**config.mk**
```make
export PLATFORM = sky130hd
export DESIGN_NAME = int_prio_ctl_flat
export DESIGN_NICKNAME = d
export VERILOG_FILES = /design/src/rtl/lc3_int_pkg.sv /design/src/rtl/int_prio_ctl_if.sv /design/src/rtl/int_prio_arb.sv /design/src/rtl/int_prio_ctl.sv /design/src/flat_wrapper.sv
export SDC_FILE = /design/constraint.sdc
export NUM_CORES = 1
export LEC_CHECK = 0
export ABC_AREA = 0
export ABC_CLOCK_PERIOD_IN_PS = 7170
export BUFFER_PORTS_ARGS = -buffer_cell sky130_fd_sc_hd__buf_2
export CAP_MARGIN = 20
export CORE_MARGIN = 2
export CORE_UTILIZATION = 30
export DETAILED_ROUTE_END_ITERATION = 16
export GPL_ROUTABILITY_DRIVEN = 0
export GPL_TIMING_DRIVEN = 0
export SLEW_MARGIN = 30
export SYNTH_ARGS = -nofsm -noshare
export SYNTH_HDL_FRONTEND = slang
export SYNTH_SLANG_ARGS = --single-unit
```
**constraint.sdc**
```tcl
create_clock -name clk -period 7.17 [get_ports clk]
set_input_delay 0.3585 -clock clk [delete_from_list [all_inputs] [get_ports clk]]
set_output_delay 0.3585 -clock clk [all_outputs]
set_load 0.01 [all_outputs]
```
**src/rtl/lc3_int_pkg.sv**
```systemverilog
// rtl/lc3_int_pkg.sv - shared types and default vectors for the LC-3 interrupt controller
package lc3_int_pkg;

  typedef enum logic {
    IDLE = 1'b0,
    REQ  = 1'b1
  } state_e;

  typedef enum logic [1:0] {
    VMUX_DEV  = 2'b00,
    VMUX_PRIV = 2'b01,
    VMUX_OPC  = 2'b10,
    VMUX_RSVD = 2'b11
  } vmux_e;

  localparam logic [7:0] DEF_VEC_BASE = 8'h02;
  localparam logic [7:0] DEF_PRIV_VEC = 8'h00;
  localparam logic [7:0] DEF_OPC_VEC  = 8'h01;

endpackage

```
**src/rtl/int_prio_ctl_if.sv**
```systemverilog
// rtl/int_prio_ctl_if.sv - control-FSM / vector-register side of the interrupt controller
interface int_prio_ctl_if #(
  parameter int PRI_W = 3
);

  logic [1:0]       VectorMUX;
  logic             LD_Vector;
  logic [7:0]       Vector;
  logic             INT;
  logic [PRI_W-1:0] INT_Priority;
  logic [2:0]       int_src;

  modport master (
    output VectorMUX, LD_Vector,
    input  Vector, INT, INT_Priority, int_src
  );

  modport slave (
    input  VectorMUX, LD_Vector,
    output Vector, INT, INT_Priority, int_src
  );

endinterface

```
**src/rtl/int_prio_arb.sv**
```systemverilog
// rtl/int_prio_arb.sv - picks the highest-priority pending source above cur_pri
module int_prio_arb #(
  parameter int NUM_SRC = 4,
  parameter int PRI_W   = 3
) (
  input  logic [NUM_SRC-1:0]       pending,
  input  logic [NUM_SRC*PRI_W-1:0] src_pri,
  input  logic [PRI_W-1:0]         cur_pri,
  output logic                     valid,
  output logic [2:0]               idx,
  output logic [PRI_W-1:0]         pri
);

  // Ascending scan with strict compare keeps ties on the lowest index.
  always_comb begin
    valid = 1'b0;
    idx   = '0;
    pri   = '0;
    for (int i = 0; i < NUM_SRC; i++) begin
      if (pending[i] && (src_pri[i*PRI_W +: PRI_W] > cur_pri) &&
          (!valid || (src_pri[i*PRI_W +: PRI_W] > pri))) begin
        valid = 1'b1;
        idx   = 3'(i);
        pri   = src_pri[i*PRI_W +: PRI_W];
      end
    end
  end

endmodule

```
**src/rtl/int_prio_ctl.sv**
```systemverilog
// rtl/int_prio_ctl.sv - NUM_SRC-way LC-3 interrupt controller with vector register
module int_prio_ctl
  import lc3_int_pkg::*;
#(
  parameter int               NUM_SRC   = 4,
  parameter int               PRI_W     = 3,
  parameter logic [7:0]       VEC_BASE  = DEF_VEC_BASE,
  parameter logic [7:0]       PRIV_VEC  = DEF_PRIV_VEC,
  parameter logic [7:0]       OPC_VEC   = DEF_OPC_VEC,
  parameter logic [NUM_SRC-1:0] EDGE_MASK = {NUM_SRC{1'b0}}
) (
  input  logic                     clk,
  input  logic                     rst_n,
  input  logic [NUM_SRC-1:0]       src_ready,
  input  logic [NUM_SRC-1:0]       src_ie,
  input  logic [NUM_SRC*PRI_W-1:0] src_pri,
  input  logic [PRI_W-1:0]         cur_pri,
  int_prio_ctl_if.slave            bus
);

  logic [NUM_SRC-1:0] req, req_q, pending;
  state_e             state, state_nxt;
  logic [2:0]         lat_idx, lat_idx_nxt;
  logic [PRI_W-1:0]   lat_pri, lat_pri_nxt;
  logic               win_valid, lat_ok, ack;
  logic [2:0]         win_idx;
  logic [PRI_W-1:0]   win_pri;
  logic [7:0]         vector_q;

  assign req = src_ready & src_ie;
  assign ack = bus.LD_Vector && (bus.VectorMUX == VMUX_DEV) && (state == REQ);

  // Edge sources: a new rise in the acknowledge cycle wins over the clear.
  always_ff @(posedge clk) begin
    if (!rst_n) begin
      req_q   <= '0;
      pending <= '0;
    end else begin
      req_q <= req;
      for (int i = 0; i < NUM_SRC; i++) begin
        if (!EDGE_MASK[i])
          pending[i] <= req[i];
        else if (req[i] && !req_q[i])
          pending[i] <= 1'b1;
        else if (!src_ie[i] || (ack && (lat_idx == 3'(i))))
          pending[i] <= 1'b0;
      end
    end
  end

  int_prio_arb #(.NUM_SRC(NUM_SRC), .PRI_W(PRI_W)) u_arb (
    .pending (pending),
    .src_pri (src_pri),
    .cur_pri (cur_pri),
    .valid   (win_valid),
    .idx     (win_idx),
    .pri     (win_pri)
  );

  always_comb begin
    lat_ok = 1'b0;
    for (int i = 0; i < NUM_SRC; i++) begin
      if (lat_idx == 3'(i))
        lat_ok = pending[i] && (src_pri[i*PRI_W +: PRI_W] > cur_pri);
    end
  end

  always_ff @(posedge clk) begin
    if (!rst_n) begin
      state   <= IDLE;
      lat_idx <= '0;
      lat_pri <= '0;
    end else begin
      state   <= state_nxt;
      lat_idx <= lat_idx_nxt;
      lat_pri <= lat_pri_nxt;
    end
  end

  always_comb begin
    state_nxt   = state;
    lat_idx_nxt = lat_idx;
    lat_pri_nxt = lat_pri;
    case (state)
      IDLE: begin
        if (win_valid) begin
          state_nxt   = REQ;
          lat_idx_nxt = win_idx;
          lat_pri_nxt = win_pri;
        end
      end
      REQ: begin
        if (ack) begin
          state_nxt = IDLE;
        end else if (lat_ok) begin
          if (win_valid && (win_pri > lat_pri)) begin
            lat_idx_nxt = win_idx;
            lat_pri_nxt = win_pri;
          end
        end else if (win_valid) begin
          lat_idx_nxt = win_idx;
          lat_pri_nxt = win_pri;
        end else begin
          state_nxt = IDLE;
        end
      end
      default: state_nxt = IDLE;
    endcase
  end

  always_comb begin
    bus.INT          = (state == REQ);
    bus.INT_Priority = (state == REQ) ? lat_pri : '0;
    bus.int_src      = (state == REQ) ? lat_idx : '0;
  end

  always_ff @(posedge clk) begin
    if (!rst_n) begin
      vector_q <= 8'h00;
    end else if (bus.LD_Vector) begin
      case (bus.VectorMUX)
        VMUX_DEV:  if (state == REQ) vector_q <= VEC_BASE + {5'b00000, lat_idx};
        VMUX_PRIV: vector_q <= PRIV_VEC;
        VMUX_OPC:  vector_q <= OPC_VEC;
        default:   vector_q <= vector_q;
      endcase
    end
  end

  assign bus.Vector = vector_q;

endmodule
```
**src/flat_wrapper.sv**
```systemverilog
// flat-port wrapper written by rule: the top's interface ports become plain ports
module int_prio_ctl_flat import lc3_int_pkg::*;
#(
  parameter int               NUM_SRC   = 4,
  parameter int               PRI_W     = 3,
  parameter logic [7:0]       VEC_BASE  = DEF_VEC_BASE,
  parameter logic [7:0]       PRIV_VEC  = DEF_PRIV_VEC,
  parameter logic [7:0]       OPC_VEC   = DEF_OPC_VEC,
  parameter logic [NUM_SRC-1:0] EDGE_MASK = {NUM_SRC{1'b0}}
)
  (clk, rst_n, src_ready, src_ie, src_pri, cur_pri, bus_VectorMUX, bus_LD_Vector, bus_Vector, bus_INT, bus_INT_Priority, bus_int_src);
  int_prio_ctl_if #(.PRI_W(PRI_W)) bus_i ();
  input  logic clk;
  input  logic rst_n;
  input  logic [NUM_SRC-1:0] src_ready;
  input  logic [NUM_SRC-1:0] src_ie;
  input  logic [NUM_SRC*PRI_W-1:0] src_pri;
  input  logic [PRI_W-1:0] cur_pri;
  input wire logic [$bits(bus_i.VectorMUX)-1:0] bus_VectorMUX;
  input wire logic [$bits(bus_i.LD_Vector)-1:0] bus_LD_Vector;
  output wire logic [$bits(bus_i.Vector)-1:0] bus_Vector;
  output wire logic [$bits(bus_i.INT)-1:0] bus_INT;
  output wire logic [$bits(bus_i.INT_Priority)-1:0] bus_INT_Priority;
  output wire logic [$bits(bus_i.int_src)-1:0] bus_int_src;
  assign bus_i.VectorMUX = bus_VectorMUX;
  assign bus_i.LD_Vector = bus_LD_Vector;
  assign bus_Vector = bus_i.Vector;
  assign bus_INT = bus_i.INT;
  assign bus_INT_Priority = bus_i.INT_Priority;
  assign bus_int_src = bus_i.int_src;
  int_prio_ctl #(.NUM_SRC(NUM_SRC), .PRI_W(PRI_W), .VEC_BASE(VEC_BASE), .PRIV_VEC(PRIV_VEC), .OPC_VEC(OPC_VEC), .EDGE_MASK(EDGE_MASK)) u_core (.clk(clk), .rst_n(rst_n), .src_ready(src_ready), .src_ie(src_ie), .src_pri(src_pri), .cur_pri(cur_pri), .bus(bus_i));
endmodule
```
## Word level (Yosys, flattened, before mapping)

Index checks and enable logic that the tools add are counted.

| storage, ports and cells | value |
|---|---|
| bits in registers | 19 |
| input port bits | 28 |
| output and inout port bits | 15 |
| word-level logic and storage cells | 78 |

| operators by class | value |
|---|---|
| add/sub/neg operators | 1 |
| order comparisons | 8 |
| eq/ne operators | 8 |
| mux-type cells | 33 |
| bitwise logic cells | 2 |
| reduce and logical (&&, ||, !) cells | 21 |

Operator list:

| kind | count |
|---|---|
| $mux W3 | 16 |
| $gt A3 B3 Y1 | 8 |
| $pmux W8 S3 | 1 |
| $mux W1 | 12 |
| $pmux W3 S2 | 2 |
| $logic_and A1 B1 Y1 | 10 |
| $mux W8 | 1 |
| $eq A3 B2 Y1 const B | 2 |
| $add A2 B3 Y4 const A | 1 |
| $and A4 B4 Y4 | 1 |
| $eq A3 B1 Y1 const B | 1 |
| $logic_not A1 Y1 | 3 |
| $logic_not A3 Y1 | 1 |
| $logic_or A1 B1 Y1 | 3 |
| $ne A3 B3 Y1 const B | 1 |
| $reduce_and A3 Y1 | 1 |
| $reduce_bool A3 Y1 | 1 |
| $eq A2 B1 Y1 const B | 1 |
| $eq A2 B2 Y1 const B | 1 |
| $logic_not A2 Y1 | 1 |
| $ne A2 B1 Y1 const B | 1 |
| $ne A2 B2 Y1 const B | 1 |
| $pmux W1 S2 | 1 |
| $reduce_and A2 Y1 | 1 |
| $not A1 Y1 | 1 |

## Depth between registers and ports, before layout

Gate-level depths: netlist (run 1).

| depth | value |
|---|---|
| depth after elaboration | 21 |
| depth in mapped cells | 31 |
| depth with buffers taken out | 31 |

## Hierarchy

A second synthesis (run 1) with hierarchy kept.

| second synthesis, totals | value |
|---|---|
| cells, all modules | 230 |
| area, all modules | 1846.8 sq um |

Modules (own cells, without submodules):

| module | times used | cells an instance | area an instance (sq um) | sequential area each (sq um) |
|---|---|---|---|---|
| int_prio_ctl | 1 | 130 | 1117.3 | 300.3 |
| int_prio_arb | 1 | 100 | 729.4 | 0.0 |

## Worst setup path before layout (run 1)

OpenSTA, ideal clock, no wires.

| path | value |
|---|---|
| kind | input-to-reg |
| start point | input cur_pri[2] |
| end point | register u_core.lat_idx[0] |
| library setup time | 0.116 ns |
| arrival | 5.720 ns |
| required time | 7.054 ns |
| slack | 1.334 ns |
| cell stages on the path | 30 |
| path buffers | 0 |
| cell sequence | inv_1 ha_1 and3_2 a211oi_4 nand2_1 ha_1 a211oi_1 o31ai_1 o22ai_1 inv_1 ha_1 nor2b_1 o21ai_0 a32oi_1 o21a_1 o21ai_0 ha_1 nor2b_1 o21ai_0 a32oi_1 o21ai_0 o211ai_1 and2_1 ha_1 nand3_1 o21ai_0 o211a_1 a21boi_4 o311a_2 nor2_1 |

| on the way | value |
|---|---|
| cells in the longest elaborated chain, start to end | 19 |
| elaborated cells between the ends (all ways) | 44 |
| those cells by class | order compare: 8; eq/ne: 1; mux: 20; reduce/logical: 15 |

RTL lines:

| item | line | RTL |
|---|---|---|
| from (decl) | flat_wrapper.sv:18 | `input logic [PRI_W-1:0] cur_pri;` |
| $gt A3 B3 Y1 | int_prio_arb.sv:20, int_prio_ctl.sv:64 |  |
| $logic_and A1 B1 Y1 | int_prio_arb.sv:20, int_prio_ctl.sv:64 |  |
| $mux W3 or $mux W1 (tied branches) | int_prio_arb.sv:20 | `if (pending[i] && (src_pri[i*PRI_W +: PRI_W] > cur_pri) &&` |
| $gt A3 B3 Y1 or $logic_not A1 Y1 (tied branches) | int_prio_arb.sv:21 | `(!valid \|\| (src_pri[i*PRI_W +: PRI_W] > pri))) begin` |
| $logic_or A1 B1 Y1 | int_prio_arb.sv:21 |  |
| $logic_and A1 B1 Y1 | int_prio_arb.sv:20 |  |
| $mux W3 or $mux W1 (tied branches) | int_prio_arb.sv:20 |  |
| $gt A3 B3 Y1 or $logic_not A1 Y1 (tied branches) | int_prio_arb.sv:21 |  |
| [... 3 more ...] | -- |  |
| $gt A3 B3 Y1 or $logic_not A1 Y1 (tied branches) | int_prio_arb.sv:21 |  |
| $logic_or A1 B1 Y1 | int_prio_arb.sv:21 |  |
| $logic_and A1 B1 Y1 | int_prio_arb.sv:20 |  |
| $mux W3 or $mux W1 (tied branches) | int_prio_arb.sv:20 |  |
| $gt A3 B3 Y1, or another cell as far along | int_prio_ctl.sv:96 | `if (win_valid && (win_pri > lat_pri)) begin` |
| $logic_and A1 B1 Y1 or $mux W3 (tied branches) | int_prio_ctl.sv:96, int_prio_ctl.sv:95 |  |
| $ne A3 B3 Y1 (no line) or $mux W3 (tied branches) | -- |  |
| $reduce_and A2 Y1 (no line) or $pmux W3 S2 (tied branches) | -- |  |
| to (signal assigned) | int_prio_ctl.sv:75 | `lat_idx <= lat_idx_nxt;` |
| to (decl) | int_prio_ctl.sv:23 | `logic [2:0] lat_idx, lat_idx_nxt;` |

Several ways; a longest one is shown, not always the timed one. The select of a mux whose other input is x is not followed.
A chain may end at the register's enable or synchronous reset.

## Worst setup path after layout (run 1)

| path | value |
|---|---|
| start point | input cur_pri[2] |
| end point | register u_core.lat_pri[0] |

| on the way | value |
|---|---|
| cells in the longest elaborated chain, start to end | 19 |
| elaborated cells between the ends (all ways) | 41 |
| those cells by class | order compare: 8; eq/ne: 1; mux: 17; reduce/logical: 15 |

RTL lines:

| item | line | RTL |
|---|---|---|
| $gt A3 B3 Y1 | int_prio_arb.sv:20, int_prio_ctl.sv:64 |  |
| $logic_and A1 B1 Y1 | int_prio_arb.sv:20, int_prio_ctl.sv:64 |  |
| $mux W3 or $mux W1 (tied branches) | int_prio_arb.sv:20 |  |
| $gt A3 B3 Y1 or $logic_not A1 Y1 (tied branches) | int_prio_arb.sv:21 |  |
| $logic_or A1 B1 Y1 | int_prio_arb.sv:21 |  |
| $logic_and A1 B1 Y1 | int_prio_arb.sv:20 |  |
| $mux W3 or $mux W1 (tied branches) | int_prio_arb.sv:20 |  |
| $gt A3 B3 Y1 or $logic_not A1 Y1 (tied branches) | int_prio_arb.sv:21 |  |
| [... 3 more ...] | -- |  |
| $gt A3 B3 Y1 or $logic_not A1 Y1 (tied branches) | int_prio_arb.sv:21 |  |
| $logic_or A1 B1 Y1 | int_prio_arb.sv:21 |  |
| $logic_and A1 B1 Y1 | int_prio_arb.sv:20 |  |
| $mux W3 or $mux W1 (tied branches) | int_prio_arb.sv:20 |  |
| $gt A3 B3 Y1, or another cell as far along | int_prio_ctl.sv:96 |  |
| $logic_and A1 B1 Y1 or $mux W3 (tied branches) | int_prio_ctl.sv:96, int_prio_ctl.sv:95 |  |
| $ne A3 B3 Y1 (no line) or $mux W3 (tied branches) | -- |  |
| $reduce_and A2 Y1 (no line) or $pmux W3 S2 (tied branches) | -- |  |
| to (signal assigned) | int_prio_ctl.sv:76 | `lat_pri <= lat_pri_nxt;` |
| to (decl) | int_prio_ctl.sv:24 | `logic [PRI_W-1:0] lat_pri, lat_pri_nxt;` |

Several ways; a longest one is shown, not always the timed one. The select of a mux whose other input is x is not followed.

==> reports/metrics.cfg, run 1 <==
[sta]
max_freq_mhz = 154
final-setup-viol-count = 0
post-route-min-period_ps = 6510
setup_ws_ps = 659
rsz0062_at_grt = no
hold_violations = 0
fin_crit_sh = 0.908
worst_slew_pin_slew_ps = 515
slew_headroom = 0.656
finClkSkew_ps = 1.85
fin_setup_tns_ps = 0
report.final.slew_viol_count = 0

[drt]
ant_nets = 0
wl_met3_um = 106
dr.max_layer_used = met4
wire_per_inst_um = 12.1
drt-pass1-iter-count = 4
wirelength_um = 3280
post_drt_via_cell_ratio = 4.96
route.vias.total = 1350
wl_met2_um = 1480
drt_iter0_markers = 75
drcViolationCount = 0
routedLengthMet1_um = 1670

[synth]
synth_cell_types = 38
yosys-top-cells-area = ha_1, dfxtp_1, inv_1
synth_area_um2 = 1460
synth_cells = 173
synth_edf_count = 0
syn_area_per_cell_um2 = 8.42
yosys.area.top_type = ha_1
yosys.area.top_type_share = 0.232
synth_warnings = 0
seq_area_frac_synth = 0.206
synth_top_flop_cell = dfxtp_1
async_flop_share = 0
yosys_register_bits = 15

[placement]
place_inst = 268
dp_hpwl_um = 2800
portBuffers = 38
dp_worst_setup_slack_ps = 375
place_area_um2 = 1730

[global_routing]
gr-total-overflow = 0
grt_pass1_vias = 1250
track_usage = 0.126
grt_max_degree = 11
antenna_found_initial = 0
grt_pass1_wl_um = 5440

[job]
drv_cap = 0

[cts]
cts_tree = done
cts_buffers = 3
clock_path_buffers = 2
clk_latency_ps = 240
cts_hold_buf = 0
root_buffer = clkbuf_8
cts.sinks = 15
post-cts-setup-buffers = 0
cts_resized = 0
cts-htree-levels = 1
cts.clk_slew.worst_paths_ps = 60

[setup_path]
arrival_ps = 6670
worst-setup-path-type = in -> reg
critPathLaunchType = primary input
cp.required_ps = 7330
critPathMaxStageDelay_ps = 400
cp_common_cell = o21ai_0
rr_worst_depth = 28
end_kind = flop
ff2ff_setup_slack_ps = 1210
crit_fanout = 10
crit_path_top_delay_cell = a211oi_4

[power]
power_uw = 235
power.density_nw_per_um2 = 133
ir_drop_mv = 0.0757
power.leakage_uw = 0.000877

[layout]
finalNetCount = 274
num-fill-cells = 495
mostFrequentLayoutCells = buf_2, ha_1, inv_1, dfxtp_1, o21ai_0
area_delta_synth_final_pct = 21.6
diodes = 0
drive_gt1_frac = 0.266
stdcell_area_um2 = 1770
final_common_cell = buf_2
layout.cells.non_filler = 272

[worst_hold_path]
whs_path_depth = 2
min_path_type = in -> reg

[die]
die_x_um = 73.7
die_h_um = 73.7
initial_core_util = 0.310
io_pins = 43
rows = 25
core_area_um2 = 4690
die-area_um2 = 5430

[status]
status = finished, final reports clean

registers in the layout, indices dropped and copies added, names as in the netlist:
name               flops
u_core.bus.Vector      4
u_core.pending         4
u_core.lat_idx         3
u_core.lat_pri         3
u_core.bus.INT         1
through the flow:
step            util  hold slack (ps)
2_1_floorplan      -              448
4_1_cts        0.378              347
5_1_grt        0.378              352
3_3_place_gp   0.368              477
6_report       0.378              345
3_5_place_dp   0.368              476
synth_stat cells (all sizes together) (2+ instances only):
cell type	number
ha	27
nand3b	3
dfxtp	15
o211ai	7
o21a	4
and2	9
a32oi	2
and3	7
buf	4
o211a	2
nor2	8
nor3	3
o21ai	11
a211oi	6
nand2	10
a21oi	5
inv	25
o22ai	2
a31oi	3
a22oi	2
nor2b	2
nand3	4
final timing paths:
| path | start | endpoint |
|---|---|---|
| max | cur_pri[2] | u_core.lat_pri[0] |
| min | src_ie[0] | u_core.pending[0] |
| min reg2reg | u_core.lat_idx[2] | u_core.lat_idx[2] |
| max reg2reg | u_core.pending[0] | u_core.lat_pri[0] |
where the power goes:
group	internal, uW	switching, uW	leakage (uW)
registers	88.6	4.37	0.000122
logic	35.0	40.6	0.000729
clock network	38.4	28.5	0.0000255
total	162	73.4	0.000877
layout make-up:
class | count | area [um2] | share of cell area
Buffer | 4 | 30.0 | 0.0169
Clock buffer | 3 | 41.3 | 0.0233
Clock inverter | 1 | 5.00 | 0.00282
Inverter | 25 | 93.8 | 0.0530
Multi-Input combinational cell | 132 | 1040 | 0.589
Sequential cell | 15 | 300 | 0.169
Tap cell | 54 | 67.6 | 0.0381
Timing Repair Buffer | 38 | 190 | 0.107
worst max-delay path, delay by kind of cell:
family	cells	cell delay, ps
AOI/OAI and AO/OA	17	3710
adders and majority gates	5	1460
buffers and inverters	3	310
and+or+nand+nor	6	860
per-layer routing:
metal,up-vias,track usage
li1,717,-
met1,602,0.175
met2,27,0.206
met3,4,0.0151
met4,0,0.0303
met5,-,0
logic make-up after synthesis:
logic type,count (synthesis),synth area share
other,1,0.00257
AOI/OAI and AO/OA,51,0.272
buffers and inverters,29,0.0851
muxes,3,0.0301
adders and majority gates,27,0.232
DFF,15,0.206
and+or+nand+nor,47,0.172
(Power assumes the default switching activity.)
==> inputs of run 2 (changes only) <==
--- a/config.mk
+++ b/config.mk
@@ -14,6 +14,7 @@
 export DETAILED_ROUTE_END_ITERATION = 16
 export GPL_ROUTABILITY_DRIVEN = 0
 export GPL_TIMING_DRIVEN = 0
+export MAX_ROUTING_LAYER = met4
 export SLEW_MARGIN = 30
 export SYNTH_ARGS = -nofsm -noshare
 export SYNTH_HDL_FRONTEND = slang
==> run 2 against run 1 <==
  * Die area did not move
  * Critical endpoint unchanged
  * Via count stayed put
  * Setup slack hardly changed
  * Clock-buffer cell count is the same
  * Largest power group unchanged
  * Critical path type unchanged
  * Combinational power is essentially flat
  * Clock power is essentially flat
  * Clock skew about the same
==> reports/metrics.cfg, run 2 (synthesis results as in run 1) <==
[status]
status = finished, final reports clean

[global_routing]
grt_max_degree = 11
track_usage = 0.129
grt_pass1_vias = 1250
antenna_found_initial = 0
grt_pass1_wl_um = 5440
gr-total-overflow = 0

[cts]
post-cts-setup-buffers = 0
cts_buffers = 3
root_buffer = clkbuf_8
cts.sinks = 15
clk_latency_ps = 240
cts_hold_buf = 0
cts_resized = 0
cts-htree-levels = 1
cts_tree = done
clock_path_buffers = 2
cts.clk_slew.worst_paths_ps = 60

[sta]
worst_slew_pin_slew_ps = 515
rsz0062_at_grt = no
fin_setup_tns_ps = 0
post-route-min-period_ps = 6510
slew_headroom = 0.656
finClkSkew_ps = 1.85
report.final.slew_viol_count = 0
final-setup-viol-count = 0
max_freq_mhz = 154
hold_violations = 0
fin_crit_sh = 0.908

[die]
die_x_um = 73.7
io_pins = 43
rows = 25
core_area_um2 = 4690
die_h_um = 73.7
initial_core_util = 0.310
die-area_um2 = 5430

[drt]
drcViolationCount = 0
post_drt_via_cell_ratio = 4.96
drt_iter0_markers = 71
drt-pass1-iter-count = 4
ant_nets = 0
wirelength_um = 3280
wire_per_inst_um = 12.1
route.vias.total = 1350

[setup_path]
cp.required_ps = 7330
end_kind = flop
crit_path_top_delay_cell = a211oi_4
arrival_ps = 6670
cp_common_cell = o21ai_0
crit_fanout = 10
cp.buffers_inverters = 3
critPathLaunchType = primary input
worst-setup-path-type = in -> reg
critPathTopFamily = compound AO/OA/AOI/OAI gates
critPathMaxStageDelay_ps = 400

[layout]
final_util = 0.378
drive_gt1_frac = 0.266
num-fill-cells = 495
mostFrequentLayoutCells = buf_2, ha_1, inv_1, dfxtp_1, o21ai_0
area_delta_synth_final_pct = 21.6
ff_latch_area_um2 = 300
multi_input_area_um2 = 1040
diodes = 0
final_common_cell = buf_2
finalNetCount = 274

[placement]
portBuffers = 38
dp_hpwl_um = 2800

[power]
p_clk_frac = 0.284
comb_power_share = 0.321
p_switching_uw = 73.4
seq_power_share = 0.395
power.internal_uw = 162
ir_drop_mv = 0.0757
power.density_nw_per_um2 = 133
swShare = 0.312
power.leakage_uw = 0.000877

[job]
drv_cap = 0

[worst_hold_path]
min_path_type = in -> reg

run 2: cell counts in the layout (fill, tap and decap cells not counted):
No cell type changed its count.
run 2: area by class of cell:
class                   instances  area share
plain buffers                   4      0.0169
clock buffers                   3      0.0233
repair buffers                 38       0.107
well taps                      54      0.0381
flip-flops and latches         15       0.169
inverters                      25      0.0530
multi-input cells             132       0.589
clock inverters                 1     0.00282
run 2: path summary, 6_finish.rpt:
| check | slack [ps] | end | depth (start not counted) | start |
|---|---|---|---|---|
| hold reg to reg | 500 | u_core.lat_idx[2] | 2 | u_core.lat_idx[2] |
| setup / recovery | 660 | u_core.lat_pri[0] | 31 | cur_pri[2] |
| hold / removal | 340 | u_core.pending[0] | 2 | src_ie[0] |
| setup reg to reg | 1210 | u_core.lat_pri[0] | 28 | u_core.pending[0] |
run 2: power by group through the flow:
stage | Sequential, uW | Clock (uW) | Combinational, uW
after floorplan | 93.9 | 0 | 53.2
after detailed placement | 94.7 | 0 | 76.0
after global routing | 93.6 | 72.9 | 87.7
after global placement | 94.8 | 0 | 74.7
final | 92.9 | 66.9 | 75.6
after CTS | 93.0 | 67.6 | 76.6
run 2: per-stage QoR:
stage,setup WS [ps],instance area (um2),hold WS (ps),power [uW],instances
4_1_cts,619,1770,347,237,272
6_report,659,1770,345,235,272
5_1_grt,93.2,1770,352,254,272
3_5_place_dp,375,1730,476,171,268
3_3_place_gp,385,1730,477,169,268
2_1_floorplan,1330,1470,448,147,176
run 2: per-layer routing:
| metal | wire length (um) | track usage |
|---|---|---|
| met1 | 1660 | 0.175 |
| met3 | 109 | 0.0151 |
| met4 | 25 | 0.0303 |
| met2 | 1480 | 0.206 |
| met5 | 0 | - |
